[config.mk]
export PLATFORM = sky130hd
export DESIGN_NAME = seg_dynamic_scan
export DESIGN_NICKNAME = d
export VERILOG_FILES = /design/src/rtl/seg_dynamic_pkg.sv /design/src/rtl/seg_dynamic_scan_bin2bcd.sv /design/src/rtl/seg_dynamic_scan.sv
export SDC_FILE = /design/constraint.sdc
export NUM_CORES = 1
export LEC_CHECK = 0
export ABC_CLOCK_PERIOD_IN_PS = 3550
export BUFFER_PORTS_ARGS = -buffer_cell sky130_fd_sc_hd__buf_2
export CAP_MARGIN = 0
export CORE_AREA = 8 8 139 141
export CTS_CLUSTER_DIAMETER = 60
export DETAILED_ROUTE_END_ITERATION = 6
export DIE_AREA = 0 0 147 149
export PLACE_DENSITY_LB_ADDON = 0.1
export SLEW_MARGIN = 40
export SYNTH_ARGS = -nofsm -noshare
export SYNTH_HDL_FRONTEND = slang
export SYNTH_SLANG_ARGS = --single-unit
[constraint.sdc]
create_clock -name sys_clk -period 3.55 [get_ports sys_clk]
set_input_delay 0.5325 -clock sys_clk [delete_from_list [all_inputs] [get_ports sys_clk]]
set_output_delay 0.5325 -clock sys_clk [all_outputs]
set_load 0.01 [all_outputs]
[src/rtl/seg_dynamic_pkg.sv]
// Shared constants for the 6-digit multiplexed 7-segment driver:
// digit count, input clamp value, special digit codes and the
// active-low segment pattern table (bit7 = dp, bits6..0 = g..a).
package seg_dynamic_pkg;

    localparam int          NUM_DIGITS = 6;
    localparam logic [19:0] DATA_MAX   = 20'd999999;

    localparam logic [3:0]  CODE_BLANK = 4'd10;
    localparam logic [3:0]  CODE_MINUS = 4'd11;

    // What a scanned position displays.
    typedef enum logic [1:0] {
        DIG_NUM   = 2'd0,
        DIG_MINUS = 2'd1,
        DIG_BLANK = 2'd2
    } digit_kind_t;

    // Indexed by digit code; entries 12..15 are unused and stay dark.
    localparam logic [15:0][7:0] SEG_TABLE = {
        8'hFF, 8'hFF, 8'hFF, 8'hFF,   // 15..12
        8'hBF,                        // 11 minus
        8'hFF,                        // 10 blank
        8'h90, 8'h80, 8'hF8, 8'h82,   // 9..6
        8'h92, 8'h99, 8'hB0, 8'hA4,   // 5..2
        8'hF9, 8'hC0                  // 1..0
    };

    function automatic logic [7:0] seg_pattern(input logic [3:0] code);
        return SEG_TABLE[code];
    endfunction

endpackage

[src/rtl/seg_dynamic_scan_bin2bcd.sv]
// Combinational double-dabble: 20-bit binary to six packed BCD digits
// (digit 0 in bits 3:0). Input must already be clamped to 999999 so the
// result fits in six digits.
module bin2bcd
    import seg_dynamic_pkg::*;
(
    input  logic [19:0] i_bin,
    output logic [23:0] o_bcd
);

    logic [43:0] w_shift;

    // Shift-and-add-3: correct each BCD nibble before every left shift.
    always_comb begin
        w_shift = {24'd0, i_bin};
        for (int s = 0; s < 20; s++) begin
            for (int d = 0; d < NUM_DIGITS; d++) begin
                if (w_shift[20 + 4*d +: 4] >= 4'd5) begin
                    w_shift[20 + 4*d +: 4] = w_shift[20 + 4*d +: 4] + 4'd3;
                end
            end
            w_shift = w_shift << 1;
        end
    end

    assign o_bcd = w_shift[43:20];

endmodule

[src/rtl/seg_dynamic_scan.sv]
// 6-digit multiplexed 7-segment display driver.
// Clamps the binary input, converts it to BCD (registered), blanks leading
// zeros, places a minus sign left of the highest shown digit and scans one
// digit per CNT_SEG_MAX+1 clocks. seg/sel are registered.
// Build option: define SEG_COMMON_CATHODE_EN to invert seg and sel
// (seg active-high, sel active-low).
module seg_dynamic_scan
    import seg_dynamic_pkg::*;
#(
    parameter logic [15:0] CNT_SEG_MAX = 16'd49999
) (
    input  logic        sys_clk,
    input  logic        sys_rst,
    input  logic [19:0] data,
    input  logic [5:0]  point,
    input  logic        sign,
    input  logic        seg_en,
    output logic [7:0]  seg,
    output logic [5:0]  sel
);

    logic [15:0]  r_cnt;
    logic [2:0]   r_idx;
    logic [23:0]  r_bcd;
    logic [7:0]   r_seg;
    logic [5:0]   r_sel;

    logic [19:0]  w_clamped;
    logic [23:0]  w_bcd;
    logic [2:0]   w_top;
    logic [3:0]   w_digit;
    digit_kind_t  w_kind;
    logic [7:0]   w_seg_next;

    assign w_clamped = (data > DATA_MAX) ? DATA_MAX : data;

    bin2bcd u_bin2bcd (
        .i_bin (w_clamped),
        .o_bcd (w_bcd)
    );

    // Dwell counter and digit index; they run regardless of seg_en so
    // re-enabling keeps the frame timing intact.
    always_ff @(posedge sys_clk or posedge sys_rst) begin
        if (sys_rst) begin
            r_cnt <= '0;
            r_idx <= '0;
        end else if (r_cnt >= CNT_SEG_MAX) begin
            r_cnt <= '0;
            r_idx <= (r_idx == 3'd5) ? 3'd0 : r_idx + 3'd1;
        end else begin
            r_cnt <= r_cnt + 16'd1;
        end
    end

    // Register the BCD conversion result.
    always_ff @(posedge sys_clk or posedge sys_rst) begin
        if (sys_rst) begin
            r_bcd <= '0;
        end else begin
            r_bcd <= w_bcd;
        end
    end

    // Highest shown position: most significant nonzero digit or highest dp bit.
    always_comb begin
        w_top = 3'd0;
        for (int i = 1; i < NUM_DIGITS; i++) begin
            if (r_bcd[4*i +: 4] != 4'd0 || point[i]) begin
                w_top = 3'(i);
            end
        end
    end

    assign w_digit = r_bcd[{r_idx, 2'b00} +: 4];

    // Classify the current position as numeric, minus or blank.
    always_comb begin
        w_kind = DIG_BLANK;
        if (r_idx <= w_top) begin
            w_kind = DIG_NUM;
        end else if (sign && (w_top != 3'd5) && (r_idx == w_top + 3'd1)) begin
            w_kind = DIG_MINUS;
        end
    end

    // Segment pattern; dp only ever lights on a numeric digit.
    always_comb begin
        w_seg_next = seg_pattern(CODE_BLANK);
        case (w_kind)
            DIG_NUM:   w_seg_next = seg_pattern(w_digit) & {~point[r_idx], 7'h7F};
            DIG_MINUS: w_seg_next = seg_pattern(CODE_MINUS);
            default:   w_seg_next = seg_pattern(CODE_BLANK);
        endcase
    end

    // Output registers; disabled display is fully dark from the next clock.
    always_ff @(posedge sys_clk or posedge sys_rst) begin
        if (sys_rst) begin
            r_seg <= 8'hFF;
            r_sel <= 6'b000000;
        end else if (!seg_en) begin
            r_seg <= 8'hFF;
            r_sel <= 6'b000000;
        end else begin
            r_seg <= w_seg_next;
            r_sel <= 6'b000001 << r_idx;
        end
    end

`ifdef SEG_COMMON_CATHODE_EN
    assign seg = ~r_seg;
    assign sel = ~r_sel;
`else
    assign seg = r_seg;
    assign sel = r_sel;
`endif

endmodule

==> metrics.csv, run 1 <==
stage;metric;value;unit
cts;htreeDepth;3;
run_status;lastStage;clock tree synthesis (4_1_cts);
cts;cts_sinks;57;
yosys;synth_nets;1583;
die;start_util;63.9;%
yosys;synth_edf_count;0;
yosys;syn_avg_cell_area;7.32;sq um
cts;cts_buffers;9;
cts;cts_root_buffer;clkbuf_16;
yosys;ys_types;114;
place;gp_congestion;1.01;
place;dp_hpwl;32.7;mm
die;io_pins;44;
yosys;ys.warnings.count;0;
place;dp_slack;-9790;ps
run_status;stop_error;[ERROR DPL-0038] Utilization greater than 100%, impossible to legalize;
yosys;yosys_register_bits;57;
yosys;ys_async_sr_fraction;100;%
yosys;syn_inst;1488;
die;die_x;147;um
run_status;status;aborted with a tool error;
die;floorplan.rows;48;
yosys;yosysSeqAreaShare;13.2;%
cts;cts_hold_buf;0;
yosys;ys_dominant_reg_cell;dfrtp_1;
cts;max-clock-path-buffers;2;
die;die_h;149;um
cts;cts_repair_resize_count;168;
cts;cts_setup_buffers;84;
yosys;syn-cell-area;10900;sq um
place;place.port_buffers;43;
[metrics by stage]
stage	util [%]	instance area (sq um)	setup TNS [ps]	hold slack [ps]	instances
detailed placement	91.2	15600	-214690	466	2201
global placement	91.2	15600	-193090	443	2201
floorplan	-	11600	-203840	425	1488
[cells by family after synthesis]
kind of cell / after synthesis / synth area share [%]
and+or+nand+nor: 574 / 26.6
buffers and inverters: 148 / 5.34
DFF: 57 / 13.2
adders and majority gates: 70 / 7.92
AOI/OAI and AO/OA: 495 / 33.1
xor gates and xnor gates: 65 / 5.73
muxes: 79 / 8.13
[synth_stat cells (12+ instances only)]
cell      instances  area, sq um
a211oi_1         31          233
a21o_1           24          180
a21oi_1          97          485
a22oi_1          13         97.6
a31oi_1          20          125
and2_1           26          163
and3_1           18          113
buf_2            12         60.1
clkbuf_1         46          173
dfrtp_1          49         1230
ha_1             65          813
inv_1            78          293
mux2_2           22          248
mux2i_1          51          510
nand2_1         120          450
nand2b_1         30          188
nand3_1          41          205
nand4_1          14         87.6
nor2_1          165          619
nor2b_1          22          138
nor3_1           52          260
nor4_1           13         81.3
o211ai_1         24          180
o21a_1           14          105
o21ai_0          68          340
o21ai_1          16         80.1
o22ai_1          15         93.8
o31ai_1          13         97.6
or2_2            12         75.1
or3_1            13         81.3
xnor2_1          42          368
xor2_1           19          166
==> inputs of run 2 (changes only) <==
--- a/config.mk
+++ b/config.mk
@@ -8,11 +8,10 @@
 export ABC_CLOCK_PERIOD_IN_PS = 3550
 export BUFFER_PORTS_ARGS = -buffer_cell sky130_fd_sc_hd__buf_2
 export CAP_MARGIN = 0
-export CORE_AREA = 8 8 139 141
-export CTS_CLUSTER_DIAMETER = 60
+export CORE_AREA = 8 8 175 177
 export DETAILED_ROUTE_END_ITERATION = 6
-export DIE_AREA = 0 0 147 149
-export PLACE_DENSITY_LB_ADDON = 0.1
+export DIE_AREA = 0 0 183 185
+export PLACE_DENSITY_LB_ADDON = 0.15
 export SLEW_MARGIN = 40
 export SYNTH_ARGS = -nofsm -noshare
 export SYNTH_HDL_FRONTEND = slang
==> run 2 against run 1 <==
  * The flow now finishes, with violations (setup timing)
  * Synthesized area stayed put
  * Synthesized cell count unchanged
==> metrics.csv, run 2 <==
stage;metric;value;unit
yosys;syn_avg_cell_area;7.32;sq um
setup_path;critPathLaunchType;input port;
die;floorplan.rows;62;
setup_path;end_kind;register;
die;die-area;33900;sq um
grt;grt_pass1_vias;13300;
layout;syn_to_final_growth;67.3;%
place;gp_congestion;0.914;
die;die_h;185;um
yosys;synth_area_leaders;dfrtp_1 11%, ha_1 7.5%, nor2_1 5.7%, mux2i_1 4.7%, a21oi_1 4.5%;
sta;setup_viol;23;
yosys;synth_edf_count;0;
die;die_x;183;um
setup_path;reg2reg_from;r_bcd[17];
sta;skew;8.03;ps
run_status;status;finished, violations left;
sta;final_hold_viol_count;0;
yosys;ys_dominant_reg_cell;dfrtp_1;
yosys;synth_top_cells_by_count;165 x nor2_1, 120 x nand2_1, 97 x a21oi_1, 78 x inv_1, 68 x o21ai_0;
yosys;yosysSeqAreaShare;13.2;%
layout;final.fill_count;2342;
sta;tightest_slew;795;ps
setup_path;slowest_stage;or4_4;
setup_path;crit_top_cell;ha_4;
place;place.port_buffers;43;
yosys;yosys_register_bits;57;
cts;htreeDepth;3;
cts;cts_tree;built;
sta;fin_crit;12200;ps
cts;cts_buffers;9;
cts;path_clk_slew;50;ps
route;ant_nets;0;
setup_path;arrival;12450;ps
sta;relSlewSlack;46.6;%
route;drtPass1Iterations;5;
layout;top_register;r_bcd;
layout;final_common_cell;buf_4;
setup_path;cp.required;3800;ps
setup_path;cp_max_fo;4;
place;dp_hpwl;26.2;mm
route;via_count;13500;
cts;cts_hold_buf;0;
layout;regArea;1440;sq um
sta;period_share;344;%
yosys;synth_nets;1583;
route;wl;34.4;mm
layout;largest_reg_flops;24;
route;wl_per_cell;13.8;um
setup_path;slowest_delay;430;ps
layout;multiInputGateArea;10700;sq um
sta;max_freq;81.9;MHz
yosys;netlist.area_leader.share;11.3;%
grt;grt_max_degree;39;
yosys;synth_most_common_cell;nor2_1;
grt;grt-ovfl-total;0;
route;drt_iter0_drc;596;
grt;grtUsageTotal;19.7;%
route;drc;0;
cts;max-clock-path-buffers;2;
layout;fin_nets;2190;
run_status;failed_checks;setup timing;
die;core_area;28100;sq um
yosys;syn_inst;1488;
layout;layout-drive-gt1-share;49.4;%
cts;cts_root_buffer;clkbuf_16;
sta;slew_viol_final;0;
grt;grt_pass1_wl;58.8;mm
yosys;ys.warnings.count;0;
grt;antenna_found_initial;0;
layout;antenna_cells;0;
route;via_per_inst;5.43;
setup_path;path_class;input port to register;
sta;whs;272;ps
yosys;ys_types;114;
yosys;yosysTopAreaCell;dfrtp_1;
sta;tns;-189680;ps
cts;clk-insertion-delay-late;330;ps
yosys;ys_async_sr_fraction;100;%
run;cap_violations;0;
layout;final_cell_mix;595 x buf_4, 149 x nor2_1, 113 x nand2_1, 70 x a21oi_1, 60 x inv_1;
setup_path;crit_start;data[18];
cts;cts_sinks;57;
sta;rsz0062_at_grt;true;
sta;fin_ws;-8650;ps
min_path;hp-class;input port to asynchronous set/reset pin;
yosys;syn-cell-area;10900;sq um
die;io_pins;44;
die;start_util;38.8;%
[run 2: kinds of logic after synthesis]
kind of cell / Yosys count / synth area share, %
AND/OR/NAND/NOR: 574 / 26.6
AO/OA/AOI/OAI: 495 / 33.1
XOR/XNOR: 65 / 5.73
buffers and inverters: 148 / 5.34
adder cells (fa/ha/maj): 70 / 7.92
multiplexers: 79 / 8.13
flip-flops: 57 / 13.2
[run 2: worst max-delay path: cells and delay by family]
| family | cells | cell delay [ps] |
|---|---|---|
| fa+ha+maj | 11 | 1880 |
| compound gates | 24 | 3990 |
| mux | 4 | 880 |
| xor+xnor | 3 | 570 |
| buf+inv | 13 | 1100 |
| simple gates | 22 | 3500 |
[run 2: cell type report]
class                           count  area share, %
Multi-Input combinational cell   1283           58.8
Timing Repair Buffer              660           27.1
Inverter                           84           1.81
Clock buffer                        9           1.24
Tap cell                          384           2.64
Sequential cell                    57           7.88
Clock inverter                      7          0.522
[run 2: metrics by stage]
step	setup slack, ps	cells	util, %	cell area [sq um]
4_1_cts	-8500	2453	62.2	17500
5_1_grt	-9370	2484	64.9	18200
2_1_floorplan	-9660	1488	-	11600
6_report	-8650	2484	64.9	18200
3_3_place_gp	-8980	2375	56.5	15900
3_5_place_dp	-9400	2375	56.5	15900
[run 2: path summary, 6_finish.rpt]
check                           depth (start not counted)         to  slack, ps
worst max-delay path                                   77  r_bcd[22]      -8650
worst max register to register                          9     seg[6]        650
worst min register to register                          1   r_cnt[0]        470
min in group sys_clk                                    2   r_bcd[0]        410
worst min-delay path                                    2   r_cnt[7]        270
max in group asynchronous                               3     seg[7]       2540
[run 2: layer usage]
metal | part of all wire [%] | wire length (um) | track usage, % | up-vias
met2 | 51 | 17700 | 36.9 | 224
met5 | 0 | 0 | 0 | -
met1 | 45 | 15500 | 24.3 | 6377
met4 | 1.2 | 396 | 3.55 | 0
li1 | - | - | - | 6845
met3 | 2.4 | 819 | 1.75 | 40
[run 2: repair_timing]
action | in CTS | in global routing
setup buffers | 68 | 39
setup endpoints to repair | 23 | 23
gates resized for setup | 167 | 113
pin swaps | 110 | 80
Power of run 2 is not shown: default switching activity piles up to over one toggle a cycle in this logic, so the estimate is an artifact.
